$ cat src/rtl/scan_index_gen_pkg.sv
// Shared definitions for the scan sequencer and the downstream 3-to-8 decoder stage.
package scan_index_gen_pkg;

    localparam int unsigned SEL_W = 3;

    typedef enum logic [1:0] {
        S_IDLE  = 2'd0,
        S_SHOW  = 2'd1,
        S_BLANK = 2'd2
    } scan_state_t;

endpackage

$ cat src/rtl/scan_index_gen_tick_gen.sv
// Slot-width divider: counts while enabled, wraps at DIV-1 and flags the terminal count.
module tick_gen
    import scan_index_gen_pkg::*;
#(
    parameter int unsigned DIV = 50000
) (
    input  logic clk,
    input  logic rst_n,
    input  logic clr,
    input  logic en,
    output logic tc
);

    localparam int unsigned CW = $clog2((DIV < 2) ? 2 : DIV);

    logic [CW-1:0] div_cnt;

    assign tc = (div_cnt == CW'(DIV - 1));

    always_ff @(posedge clk or negedge rst_n) begin
        if (!rst_n) begin
            div_cnt <= '0;
        end else if (clr) begin
            div_cnt <= '0;
        end else if (en) begin
            div_cnt <= tc ? '0 : div_cnt + 1'b1;
        end
    end

endmodule

$ cat src/rtl/scan_index_gen.sv
// Time-multiplexed scan sequencer: steps a slot index with a blanking gap between slots.
module scan_index_gen
    import scan_index_gen_pkg::*;
#(
    parameter int unsigned CLK_DIV      = 50000,
    parameter int unsigned BLANK_CYCLES = 4,
    parameter int unsigned NUM_SLOTS    = 8
) (
    input  logic             clk,
    input  logic             rst_n,
    input  logic             run,
    input  logic             clr,
    output logic [SEL_W-1:0] sel,
    output logic             sel_en,
    output logic             slot_done,
    output logic             frame_done,
    output logic             busy
);

    localparam int unsigned BW       = $clog2((BLANK_CYCLES < 2) ? 2 : BLANK_CYCLES);
    localparam int unsigned BLK_LAST = (BLANK_CYCLES > 0) ? BLANK_CYCLES - 1 : 0;
    localparam logic [SEL_W-1:0] SEL_LAST = SEL_W'(NUM_SLOTS - 1);

    scan_state_t   state;
    logic [BW-1:0] blk_cnt;
    logic          tick;
    logic          wrap;

    // Divider only runs in SHOW; any other state holds it at zero so each
    // entry into SHOW gets a full CLK_DIV.
    tick_gen #(
        .DIV(CLK_DIV)
    ) u_tick (
        .clk  (clk),
        .rst_n(rst_n),
        .clr  (clr || (state != S_SHOW)),
        .en   (run && (state == S_SHOW)),
        .tc   (tick)
    );

    assign wrap = (sel == SEL_LAST);

    always_ff @(posedge clk or negedge rst_n) begin
        if (!rst_n) begin
            state      <= S_IDLE;
            sel        <= '0;
            sel_en     <= 1'b0;
            slot_done  <= 1'b0;
            frame_done <= 1'b0;
            busy       <= 1'b0;
            blk_cnt    <= '0;
        end else begin
            slot_done  <= 1'b0;
            frame_done <= 1'b0;
            if (clr) begin
                sel     <= '0;
                blk_cnt <= '0;
                state   <= run ? S_SHOW : S_IDLE;
                sel_en  <= run;
                busy    <= run;
            end else begin
                case (state)
                    S_IDLE: begin
                        if (run) begin
                            state  <= S_SHOW;
                            sel_en <= 1'b1;
                            busy   <= 1'b1;
                        end
                    end
                    S_SHOW: begin
                        if (!run) begin
                            state  <= S_IDLE;
                            sel_en <= 1'b0;
                            busy   <= 1'b0;
                        end else if (tick) begin
                            if (BLANK_CYCLES == 0) begin
                                sel        <= wrap ? '0 : sel + 1'b1;
                                slot_done  <= 1'b1;
                                frame_done <= wrap;
                            end else begin
                                state   <= S_BLANK;
                                blk_cnt <= '0;
                                sel_en  <= 1'b0;
                            end
                        end
                    end
                    S_BLANK: begin
                        if (!run) begin
                            state <= S_IDLE;
                            busy  <= 1'b0;
                        end else if (blk_cnt == BW'(BLK_LAST)) begin
                            sel        <= wrap ? '0 : sel + 1'b1;
                            slot_done  <= 1'b1;
                            frame_done <= wrap;
                            state      <= S_SHOW;
                            sel_en     <= 1'b1;
                        end else begin
                            blk_cnt <= blk_cnt + 1'b1;
                        end
                    end
                    default: begin
                        state  <= S_IDLE;
                        sel_en <= 1'b0;
                        busy   <= 1'b0;
                    end
                endcase
            end
        end
    end

endmodule
$ cat config.mk
export PLATFORM = sky130hd
export DESIGN_NAME = scan_index_gen
export DESIGN_NICKNAME = d
export VERILOG_FILES = /design/src/rtl/scan_index_gen_pkg.sv /design/src/rtl/scan_index_gen_tick_gen.sv /design/src/rtl/scan_index_gen.sv
export SDC_FILE = /design/constraint.sdc
export NUM_CORES = 1
export LEC_CHECK = 0
export BUFFER_PORTS_ARGS = -buffer_cell sky130_fd_sc_hd__buf_2
export CAP_MARGIN = 20
export CORE_MARGIN = 2
export CORE_UTILIZATION = 50
export CTS_CLUSTER_SIZE = 14
export DETAILED_ROUTE_END_ITERATION = 6
export GPL_ROUTABILITY_DRIVEN = 0
export HOLD_SLACK_MARGIN = 0.03
export PLACE_DENSITY = 0.66
export SETUP_SLACK_MARGIN = 0.5
export SYNTH_ARGS = -nofsm -noshare
export SYNTH_HDL_FRONTEND = slang
export SYNTH_SLANG_ARGS = --single-unit
$ cat constraint.sdc
create_clock -name clk -period 3.07 [get_ports clk]
set_clock_uncertainty 0.05 [all_clocks]
set_input_delay 0.614 -clock clk [delete_from_list [all_inputs] [get_ports clk]]
set_output_delay 0.614 -clock clk [all_outputs]
set_load 0.05 [all_outputs]
==> qor.txt, run 1 <==
Clock-pin slew on the worst setup and hold paths: 0.15 ns
Total wirelength of the detailed-routed design: 2829 um
Number of placed I/O pins: 11
Leading area contributor after synthesis: sky130_fd_sc_hd__dfrtp_1
Avg WL per Cell: 14.00 um
R2r worst-path depth: 5
Aggregate global-route resource usage: 18.88%
Number of buffers added on ports: 10
Synth Net Count: 173
Number of post-CTS setup repair buffers: 0
Total DRC errors in the routed layout: 2
Pin slew with the least headroom to its limit: 0.6442 ns
Die boundary width: 58.71 um
Final Max Tran Viols: 0
Ratio of total power to cell area: 414.3 nW/um^2
Clk Latency, worst-skew pair: 0.33 ns
Largest net degree at the start of global routing: 28
Final hold violation count: 0
Dpl hpwl: 2057 um
Detail-routed via count per cell: 5.807
Flop and latch count out of synthesis: 27
Endpoint class of the critical path: register
Number of core rows: 19
Max-cap violations: 0
Clock buffer depth: 2
Average footprint of a synthesized cell: 9.295 um^2
WS Path Type: reg -> reg
Required time at the worst-slack endpoint: 3.26 ns
Share of cells above drive strength 1: 10.53%
Number of library cell types mapped by synthesis: 42
Crit-path cells: or4b_1, or4_1, o21ai_2, o21a_2, mux2_1
Crit path setup slack, layout: 0.6395 ns
Static Leak: 0.7081 nW
H-Tree Level Count: 1
WP data arrival: 2.62 ns
Antenna violations before repair: 0
Count of nets after finishing: 184
Worst min path class: in -> async
Portion of the clock cycle consumed by the worst path in the final layout: 79.17%
Total clock sinks: 27
Clock network fraction of design power: 23.8%
Post-placement setup slack: 0.6544 ns
Antenna-violating nets left: 0
Max stage delay cell, worst path: sky130_fd_sc_hd__or4_1
P_int: 0.4600 mW
Area share of the largest cell type after synthesis: 45.15%
Number of CTS-inserted buffers: 3
Setup crit start kind: register
Resized Gates After CTS: 0
Synth area leaders: sky130_fd_sc_hd__dfrtp_1 45%, sky130_fd_sc_hd__ha_1 6.7%, sky130_fd_sc_hd__nor2_1 5.3%, sky130_fd_sc_hd__xnor2_1 4.7%, sky130_fd_sc_hd__a21oi_1 4.3%
Reg-to-reg critical path startpoint: u_tick.div_cnt[11]$_DFFE_PN0P_
Violations in the final reports: design-rule violations
Core outline area: 2805 um^2
Number of warnings printed during yosys synthesis: 0
Max-slew headroom: 57.01%
Overall via count from detail_route: 1173
Sequential share of power: 56.9%
Placed standard-cell area: 1572 um^2
Wire length of the first global-routing pass: 4988 um
Syn Std Cell Area: 1496 um^2
Crit Path Max Fanout: 6
Area of all placed cells without fillers: 1598 um^2
Unrepaired setup endpoints after global routing: no
Switching Fraction: 30.50%
Setup slack of the most critical reg-to-reg path: 0.64 ns
Antenna fix cells: 0
Number of global-route vias before repair: 1078
Relative contribution of combinational cells to total power: 19.4%
Hold-fix buffers, CTS: 0
CTS tree: yes
P_sw: 0.2019 mW
Total congestion overflow after global routing: 0
Initial Util: 53.35%
Result of the run: finished, violations left
Fin crit period: 2.430 ns
Register area share after synthesis: 45.15%
Number of design-rule violations left by the first detailed-router iteration: 36
Total iterations of the first detailed-routing run: 6
Maximum operating frequency: 411.4 MHz
Gate count after technology mapping: 161
Buffer type at the clock tree root: sky130_fd_sc_hd__clkbuf_4
Placed Instances: 198
Worst VDD drop: 0.2363 mV
Setup violators final: 0
Delay of the slowest cell on the worst path: 0.66 ns
Number of standard cells in the layout, taps in and fillers out: 202
Area added between synthesis and finish: 6.772%
Sum of negative setup slack: 0 ns
Fin Hold WS: 0.2091 ns
Area enclosed by the die boundary: 3446 um^2
Die Ht: 58.71 um
End of the worst register-to-register path: blk_cnt[0]$_DFFE_PN0P_
## cell type report
type | count | area, um^2
inverter | 10 | 37.54
fill | 254 | 1207
clock buffer | 4 | 26.28
sequential | 27 | 675.6
tap | 31 | 38.79
timing repair buffer | 11 | 57.56
multi-input combinational | 119 | 762.0
## kinds of logic (layout without fill, tap and decap cells)
logic type	count (synthesis)	in the layout	share of synthesized area, %
simple gates	66	66	22.07
compound gates	31	31	13.38
mux	4	4	2.926
xor+xnor	10	10	5.853
fa+ha+maj	8	8	6.689
buf+inv	15	25	3.930
flops	27	27	45.15
## worst max-delay path by stage
stage / cells after the start / start / slack, ns / end
floorplan: 6 / u_tick.div_cnt[11]$_DFFE_PN0P_ / 0.76 / blk_cnt[0]$_DFFE_PN0P_
global placement: 5 / u_tick.div_cnt[11]$_DFFE_PN0P_ / 0.69 / blk_cnt[0]$_DFFE_PN0P_
detailed placement: 5 / u_tick.div_cnt[11]$_DFFE_PN0P_ / 0.65 / blk_cnt[0]$_DFFE_PN0P_
CTS: 5 / u_tick.div_cnt[11]$_DFFE_PN0P_ / 0.64 / blk_cnt[0]$_DFFE_PN0P_
global route: 6 / u_tick.div_cnt[0]$_DFFE_PN0P_ / 0.53 / blk_cnt[0]$_DFFE_PN0P_
finish: 5 / u_tick.div_cnt[11]$_DFFE_PN0P_ / 0.64 / blk_cnt[0]$_DFFE_PN0P_
## critical path: cells and delay by family, from the launching register on
family / cells / cell delay (ns)
flops: 1 / 0.44
mux: 1 / 0.32
compound gates: 2 / 0.36
simple gates: 2 / 1.17
## power by group through the flow
stage	clock (mW)	sequential, mW	combinational [mW]
3_3_place_gp	0	0.383	0.126
4_1_cts	0.161	0.377	0.129
3_5_place_dp	0	0.383	0.128
6_report	0.157	0.376	0.128
2_1_floorplan	0	0.406	0.0727
5_1_grt	0.174	0.379	0.143
## synthesized netlist by cell type (all sizes together)
library cell   n
a21o           1
a21oi         13
a221oi         1
a2bb2oi        1
a31oi          2
a32o           1
and2           1
and3           2
and4b          1
buf            3
clkbuf         2
dfrtp         27
ha             8
inv           10
mux2           3
mux2i          1
nand2         13
nand2b         3
nand3          7
nand4          2
nand4bb        1
nor2          21
nor3           7
nor3b          1
nor4           1
o2111ai        1
o211ai         1
o21a           1
o21ai          3
o22a           1
o22ai          4
o32a           1
or2            1
or3            2
or4            1
or4b           1
or4bb          1
xnor2          8
xor2           2
## metrics by stage
step | total power [mW] | utilization (%)
2_1_floorplan | 0.4783 | -
3_3_place_gp | 0.5089 | 56.02
3_5_place_dp | 0.5115 | 56.02
4_1_cts | 0.6666 | 56.96
5_1_grt | 0.6960 | 56.96
6_report | 0.6619 | 56.96
## cells in the final DEF (no fill, tap or decap), types with 2 or more instances in the layout
| cell type | n |
|---|---|
| sky130_fd_sc_hd__dfrtp_1 | 27 |
| sky130_fd_sc_hd__nor2_1 | 21 |
| sky130_fd_sc_hd__nand2_1 | 13 |
| sky130_fd_sc_hd__a21oi_1 | 13 |
| sky130_fd_sc_hd__inv_1 | 10 |
| sky130_fd_sc_hd__buf_2 | 10 |
| sky130_fd_sc_hd__xnor2_1 | 8 |
| sky130_fd_sc_hd__ha_1 | 8 |
| sky130_fd_sc_hd__nand3_1 | 7 |
| sky130_fd_sc_hd__nor3_1 | 7 |
| sky130_fd_sc_hd__o22ai_1 | 4 |
| sky130_fd_sc_hd__nand2b_1 | 3 |
| sky130_fd_sc_hd__clkbuf_4 | 3 |
| sky130_fd_sc_hd__and3_1 | 2 |
| sky130_fd_sc_hd__nand4_1 | 2 |
| sky130_fd_sc_hd__mux2_1 | 2 |
| sky130_fd_sc_hd__o21ai_0 | 2 |
| sky130_fd_sc_hd__a31oi_1 | 2 |
| sky130_fd_sc_hd__or3_1 | 2 |
| sky130_fd_sc_hd__xor2_1 | 2 |
## state kept, by name, indices dropped and copies added, names as in the netlist
signal          cells
frame_done          1
blk_cnt             2
state               2
busy                1
sel_en              1
sel                 3
u_tick.div_cnt     16
slot_done           1
## routing by layer
layer	global-route usage [%]	routed length, um	vias to the layer above
li1	-	-	587
met1	27.30	1438	550
met2	28.41	1199	31
met3	1.978	137	5
met4	9.091	53	0
met5	0	0	-
Note: power is estimated with default switching activity, not from simulation.
==> inputs of run 2 (changes only) <==
- PLACE_DENSITY: 0.66 -> 0.69
- clock period: 3.07 -> 2.21 ns (I/O delays scaled with it)
==> qor.txt, run 2 (synthesis gave the netlist of run 1 again) <==
WP data arrival: 2.47 ns (-0.15 ns)
Final Max Tran Viols: 0 (unchanged)
Initial Util: 53.35% (unchanged)
Antenna fix cells: 0 (unchanged)
Antenna violations before repair: 0 (unchanged)
Number of global-route vias before repair: 1220 (+13%)
Portion of the clock cycle consumed by the worst path in the final layout: 103.7% (+25 points)
Share of cells above drive strength 1: 22.22% (+12 points)
Ratio of total power to cell area: 539.2 nW/um^2 (+30%)
Dpl hpwl: 2317 um (+13%)
Placed Instances: 211 (+6.6%)
Max reg flops: 16 (unchanged)
Detail-routed via count per cell: 5.786 (-0.35%)
Antenna-violating nets left: 0 (unchanged)
Die Ht: 58.71 um (unchanged)
Commonest cells after routing, fill and taps aside: 27 x sky130_fd_sc_hd__dfrtp_1, 21 x sky130_fd_sc_hd__nor2_1, 17 x sky130_fd_sc_hd__buf_4, 13 x sky130_fd_sc_hd__nand2_1, 13 x sky130_fd_sc_hd__a21oi_1
Cell type group with the largest total delay on the critical path: simple AND/OR/NAND/NOR gates
Fin crit period: 2.291 ns (-0.1391 ns)
Clock-pin slew on the worst setup and hold paths: 0.15 ns (about the same)
Number of core rows: 19 (unchanged)
Pin slew with the least headroom to its limit: 0.6030 ns (-0.04117 ns)
Hold-fix buffers, CTS: 0 (unchanged)
Worst min path class: in -> async
Maximum operating frequency: 436.4 MHz (+6.1%)
Unrepaired setup endpoints after global routing: yes
Critical path buffers and inverters: 2 (+2)
Clock buffer depth: 2 (unchanged)
Core outline area: 2805 um^2 (unchanged)
Total iterations of the first detailed-routing run: 4 (-2)
Buffer type at the clock tree root: sky130_fd_sc_hd__clkbuf_4
Largest net degree at the start of global routing: 28 (unchanged)
Aggregate global-route resource usage: 21.82% (+2.9 points)
Max-cap violations: 0 (unchanged)
Total wirelength of the detailed-routed design: 3329 um (+18%)
Setup slack of the most critical reg-to-reg path: -0.08 ns (-0.72 ns)
Static Leak: 0.8089 nW (+14%)
Clk Latency, worst-skew pair: 0.33 ns (about the same)
H-Tree Level Count: 1 (unchanged)
Overall via count from detail_route: 1273 (+8.5%)
Max-slew headroom: 59.80% (+2.8 points)
GR met2 Demand/Resource: 32.74% (+4.3 points)
Number of design-rule violations left by the first detailed-router iteration: 59 (+64%)
Fin Hold WS: 0.03873 ns (-0.1704 ns)
Die boundary width: 58.71 um (unchanged)
Number of standard cells in the layout, taps in and fillers out: 220 (+8.9%)
Total DRC errors in the routed layout: 0 (-2)
Met1 usage: 32.06% (+4.8 points)
Worst VDD drop: 0.3516 mV (+49%)
Crit Path Max Fanout: 5 (-1)
Result of the run: finished, violations left
GR met3 Demand/Resource: 1.978% (unchanged)
Area enclosed by the die boundary: 3446 um^2 (unchanged)
Setup violators final: 5 (+5)
Setup crit start kind: register
Area of all placed cells without fillers: 1778 um^2 (+11%)
Endpoint class of the critical path: register
Max stage delay cell, worst path: sky130_fd_sc_hd__or4_4
Final hold violation count: 0 (unchanged)
Most common cell after layout, fill and taps aside: sky130_fd_sc_hd__dfrtp_1
Count of nets after finishing: 202 (+9.8%)
Register with the most flip-flops: u_tick.div_cnt
CTS tree: yes
Total clock sinks: 27 (unchanged)
Crit path setup slack, layout: -0.08139 ns (-0.7209 ns)
Delay of the slowest cell on the worst path: 0.57 ns (-0.09 ns)
WS Path Type: reg -> reg
Number of placed I/O pins: 11 (unchanged)
Required time at the worst-slack endpoint: 2.39 ns (-0.87 ns)
Violations in the final reports: negative setup slack
Final standard cell utilization of the core: 63.38% (+6.4 points)
Placed standard-cell area: 1669 um^2 (+6.2%)
Crit-path cells: or4b_4, or4_4, buf_4, buf_6, nand3_4, a21oi_1, a221oi_1
Largest registers ranked by flip-flop count: u_tick.div_cnt (16), sel (3)
Avg WL per Cell: 15.13 um (+8.0%)
Number of buffers added on ports: 10 (unchanged)
Wire length of the first global-routing pass: 5678 um (+14%)
Total congestion overflow after global routing: 0 (unchanged)
Number of CTS-inserted buffers: 3 (unchanged)
Area added between synthesis and finish: 18.81%
Most congested layer reported by global routing: met2
-- run 2: path summary, 6_finish.rpt --
check                                                    start                             to  cells after the start
worst max-delay path            u_tick.div_cnt[11]$_DFFE_PN0P_             sel_en$_DFFE_PN0P_                      7
worst min-delay path                                     rst_n  u_tick.div_cnt[5]$_DFFE_PN0P_                      1
worst max register to register  u_tick.div_cnt[11]$_DFFE_PN0P_             sel_en$_DFFE_PN0P_                      7
worst min register to register          blk_cnt[1]$_DFFE_PN0P_         blk_cnt[1]$_DFFE_PN0P_                      1
max in group asynchronous                                rst_n           state[0]$_DFFE_PN0P_                      1
min in group clk                                           clr             sel[0]$_DFFE_PN0P_                      3
-- run 2: final cells by class --
class,count,area [um^2]
fill,237,1027
multi-input combinational,119,799.5
sequential,27,675.6
timing repair buffer,29,200.2
tap,31,38.79
inverter,10,37.54
clock buffer,4,26.28
-- run 2: power breakdown --
part	total (mW)	internal (mW)	switching [mW]
sequential	0.523	0.510	0.0124
clock	0.219	0.0708	0.148
combinational	0.217	0.0819	0.135
-- run 2: stage by stage --
step	setup slack (ns)	total power, mW	TNS, ns
after detailed placement	-0.04198	0.7244	-0.1109
after global routing	-0.1534	1.006	-0.9349
after CTS	-0.04700	0.9483	-0.1470
final	-0.08139	0.9586	-0.3332
after global placement	0.01563	0.7174	0
after floorplan	-0.1006	0.6645	-0.2013
-- run 2: metal layers --
layer | wire (um) | share of wire, %
met5 | 0 | 0
met4 | 56 | 1.7
met3 | 116 | 3.5
met2 | 1590 | 48
met1 | 1565 | 47
-- run 2: repair_timing --
action / CTS / global route
setup endpoints to repair: 20 / 21
setup buffers: 2 / 3
pin swaps: 0 / 1
gates resized for setup: 4 / 6
==> inputs of run 3 (changes only) <==
- CELL_PAD_IN_SITES_DETAIL_PLACEMENT: not set -> 2
- CELL_PAD_IN_SITES_GLOBAL_PLACEMENT: not set -> 2
- CORE_UTILIZATION: 50 -> 33
- PLACE_DENSITY: 0.69 -> 0.71
==> qor.txt, run 3 (synthesis gave the netlist of run 1 again) <==
Static Leak: 0.8357 nW (+3.3%)
Aggregate global-route resource usage: 18.67% (-3.2 points)
Commonest cells after routing, fill and taps aside: 27 x sky130_fd_sc_hd__dfrtp_1, 21 x sky130_fd_sc_hd__nor2_1, 21 x sky130_fd_sc_hd__buf_4, 13 x sky130_fd_sc_hd__nand2_1, 12 x sky130_fd_sc_hd__a21oi_1
Number of CTS-inserted buffers: 3 (unchanged)
Unrepaired setup endpoints after global routing: yes
Max reg flops: 16 (unchanged)
P_int: 0.7145 mW (+7.8%)
Number of buffers added on ports: 10 (unchanged)
P_sw: 0.3366 mW (+14%)
Relative contribution of combinational cells to total power: 20.8% (-1.9 points)
Result of the run: finished, violations left
Dpl hpwl: 3215 um (+39%)
WS Path Type: reg -> reg
Maximum operating frequency: 440.0 MHz (+0.83%)
Antenna-violating nets left: 0 (unchanged)
Max-slew headroom: 58.07% (-1.7 points)
WP data arrival: 2.40 ns (-0.07 ns)
Clock-pin slew on the worst setup and hold paths: 0.11 ns (-0.04 ns)
Worst VDD drop: 0.3392 mV (-3.5%)
Die Ht: 71.34 um (+22%)
Register with the most flip-flops: u_tick.div_cnt
H-Tree Level Count: 1 (unchanged)
Core outline area: 4354 um^2 (+55%)
Avg WL per Cell: 17.80 um (+18%)
Worst Setup EP: blk_cnt[1]$_DFFE_PN0P_
Endpoint class of the critical path: register
Buffer type at the clock tree root: sky130_fd_sc_hd__clkbuf_8
Required time at the worst-slack endpoint: 2.34 ns (-0.05 ns)
Setup slack of the most critical reg-to-reg path: -0.06 ns (+0.02 ns)
Clk Latency, worst-skew pair: 0.29 ns (-0.04 ns)
Hold-fix buffers, CTS: 0 (unchanged)
Count of nets after finishing: 205 (+1.5%)
Portion of the clock cycle consumed by the worst path in the final layout: 102.8% (-0.85 points)
Number of design-rule violations left by the first detailed-router iteration: 32 (-46%)
Critical Path Start: u_tick.div_cnt[11]$_DFFE_PN0P_
Number of core rows: 24 (+5)
Most common cell after layout, fill and taps aside: sky130_fd_sc_hd__dfrtp_1
Share of cells above drive strength 1: 25.52% (+3.3 points)
Fin crit period: 2.273 ns (-0.01882 ns)
Largest registers ranked by flip-flop count: u_tick.div_cnt (16), sel (3)
Number of placed I/O pins: 11 (unchanged)
R2r worst-path depth: 5 (-2)
Largest net degree at the start of global routing: 28 (unchanged)
Pin slew with the least headroom to its limit: 0.6290 ns (+0.02594 ns)
Final hold violation count: 0 (unchanged)
Final standard cell utilization of the core: 42.64% (-21 points)
Antenna violations before repair: 0 (unchanged)
Die boundary width: 71.34 um (+22%)
Total iterations of the first detailed-routing run: 4 (unchanged)
Max-cap violations: 0 (unchanged)
Crit path setup slack, layout: -0.06257 ns (+0.01882 ns)
Final Max Tran Viols: 0 (unchanged)
Violations in the final reports: negative setup slack
Antenna fix cells: 0 (unchanged)
Total wirelength of the detailed-routed design: 4342 um (+30%)
Total congestion overflow after global routing: 0 (unchanged)
Switching Fraction: 32.03% (+1.2 points)
Setup crit start kind: register
Clock buffer depth: 2 (unchanged)
CTS tree: yes
Clock network fraction of design power: 29.3% (+6.5 points)
Sum of negative setup slack: -0.2291 ns (+0.1041 ns)
Wire length of the first global-routing pass: 7403 um (+30%)
Total DRC errors in the routed layout: 0 (unchanged)
Reg-to-reg critical path startpoint: u_tick.div_cnt[11]$_DFFE_PN0P_
Detail-routed via count per cell: 5.266 (-9.0%)
Sequential share of power: 49.9% (-4.6 points)
Overall via count from detail_route: 1285 (+0.94%)
Crit Path Max Fanout: 2 (-3)
Total clock sinks: 27 (unchanged)
End of the worst register-to-register path: blk_cnt[1]$_DFFE_PN0P_
Fillers: 487 (+110%)
Number of global-route vias before repair: 1489 (+22%)
Area enclosed by the die boundary: 5089 um^2 (+48%)
Ratio of total power to cell area: 566.1 nW/um^2 (+5.0%)
Initial Util: 34.37% (-19 points)
Setup violators final: 6 (+1)
Area added between synthesis and finish: 24.08%
Worst min path class: in -> async
[run 3: critical path, stage by stage (launching register included)]
cell	delay, ns
sky130_fd_sc_hd__dfrtp_1	0.39
sky130_fd_sc_hd__or4b_1	0.52
sky130_fd_sc_hd__or4_4	0.57
sky130_fd_sc_hd__o21ai_2	0.15
sky130_fd_sc_hd__o21a_2	0.18
sky130_fd_sc_hd__mux2_4	0.30
[run 3: per-stage QoR]
step | hold slack [ns] | instance area, um^2 | std cells | power, mW | worst slack [ns]
6_report | 0.1075 | 1857 | 244 | 1.051 | -0.06257
5_1_grt | 0.1488 | 1857 | 244 | 1.103 | -0.1302
4_1_cts | 0.1305 | 1834 | 243 | 1.058 | -0.05319
3_5_place_dp | 0.4556 | 1725 | 236 | 0.7345 | -0.07554
3_3_place_gp | 0.4283 | 1725 | 236 | 0.7240 | -0.01963
2_1_floorplan | 0.09641 | 1496 | 161 | 0.6645 | -0.1006
[run 3: power by group through the flow]
stage / clock [mW] / combinational (mW) / sequential, mW
floorplan: 0 / 0.101 / 0.563
detailed placement: 0 / 0.202 / 0.532
global route: 0.335 / 0.243 / 0.526
global placement: 0 / 0.193 / 0.531
finish: 0.308 / 0.219 / 0.524
CTS: 0.319 / 0.215 / 0.524
[run 3: area by class of cell]
class / count / area, um^2 / area share, %
clock buffers: 3 / 41.29 / 2.224
clock inverters: 1 / 7.507 / 0.4043
inverters: 10 / 37.54 / 2.022
multi-input cells: 119 / 810.8 / 43.67
flip-flops and latches: 27 / 675.6 / 36.39
well taps: 52 / 65.06 / 3.504
repair buffers: 32 / 219.0 / 11.79
[run 3: worst min-delay path by stage]
stage	start	to
6_report	rst_n	u_tick.div_cnt[7]$_DFFE_PN0P_
5_1_grt	rst_n	u_tick.div_cnt[7]$_DFFE_PN0P_
4_1_cts	rst_n	u_tick.div_cnt[9]$_DFFE_PN0P_
3_5_place_dp	rst_n	u_tick.div_cnt[2]$_DFFE_PN0P_
3_3_place_gp	blk_cnt[1]$_DFFE_PN0P_	blk_cnt[1]$_DFFE_PN0P_
2_1_floorplan	rst_n	blk_cnt[0]$_DFFE_PN0P_
[run 3: layer usage]
| metal | vias to the layer above | part of all wire [%] | global-route usage, % |
|---|---|---|---|
| met3 | 4 | 1.7 | 2.954 |
| met5 | - | 0 | 0 |
| li1 | 625 | - | - |
| met1 | 646 | 44 | 21.73 |
| met4 | 0 | 0.85 | 3.774 |
| met2 | 10 | 54 | 35.80 |
[run 3: repair_timing]
item,CTS,global route
setup buffers,3,1
pin swaps,1,1
resized for setup,8,3
setup endpoints to repair,20,22
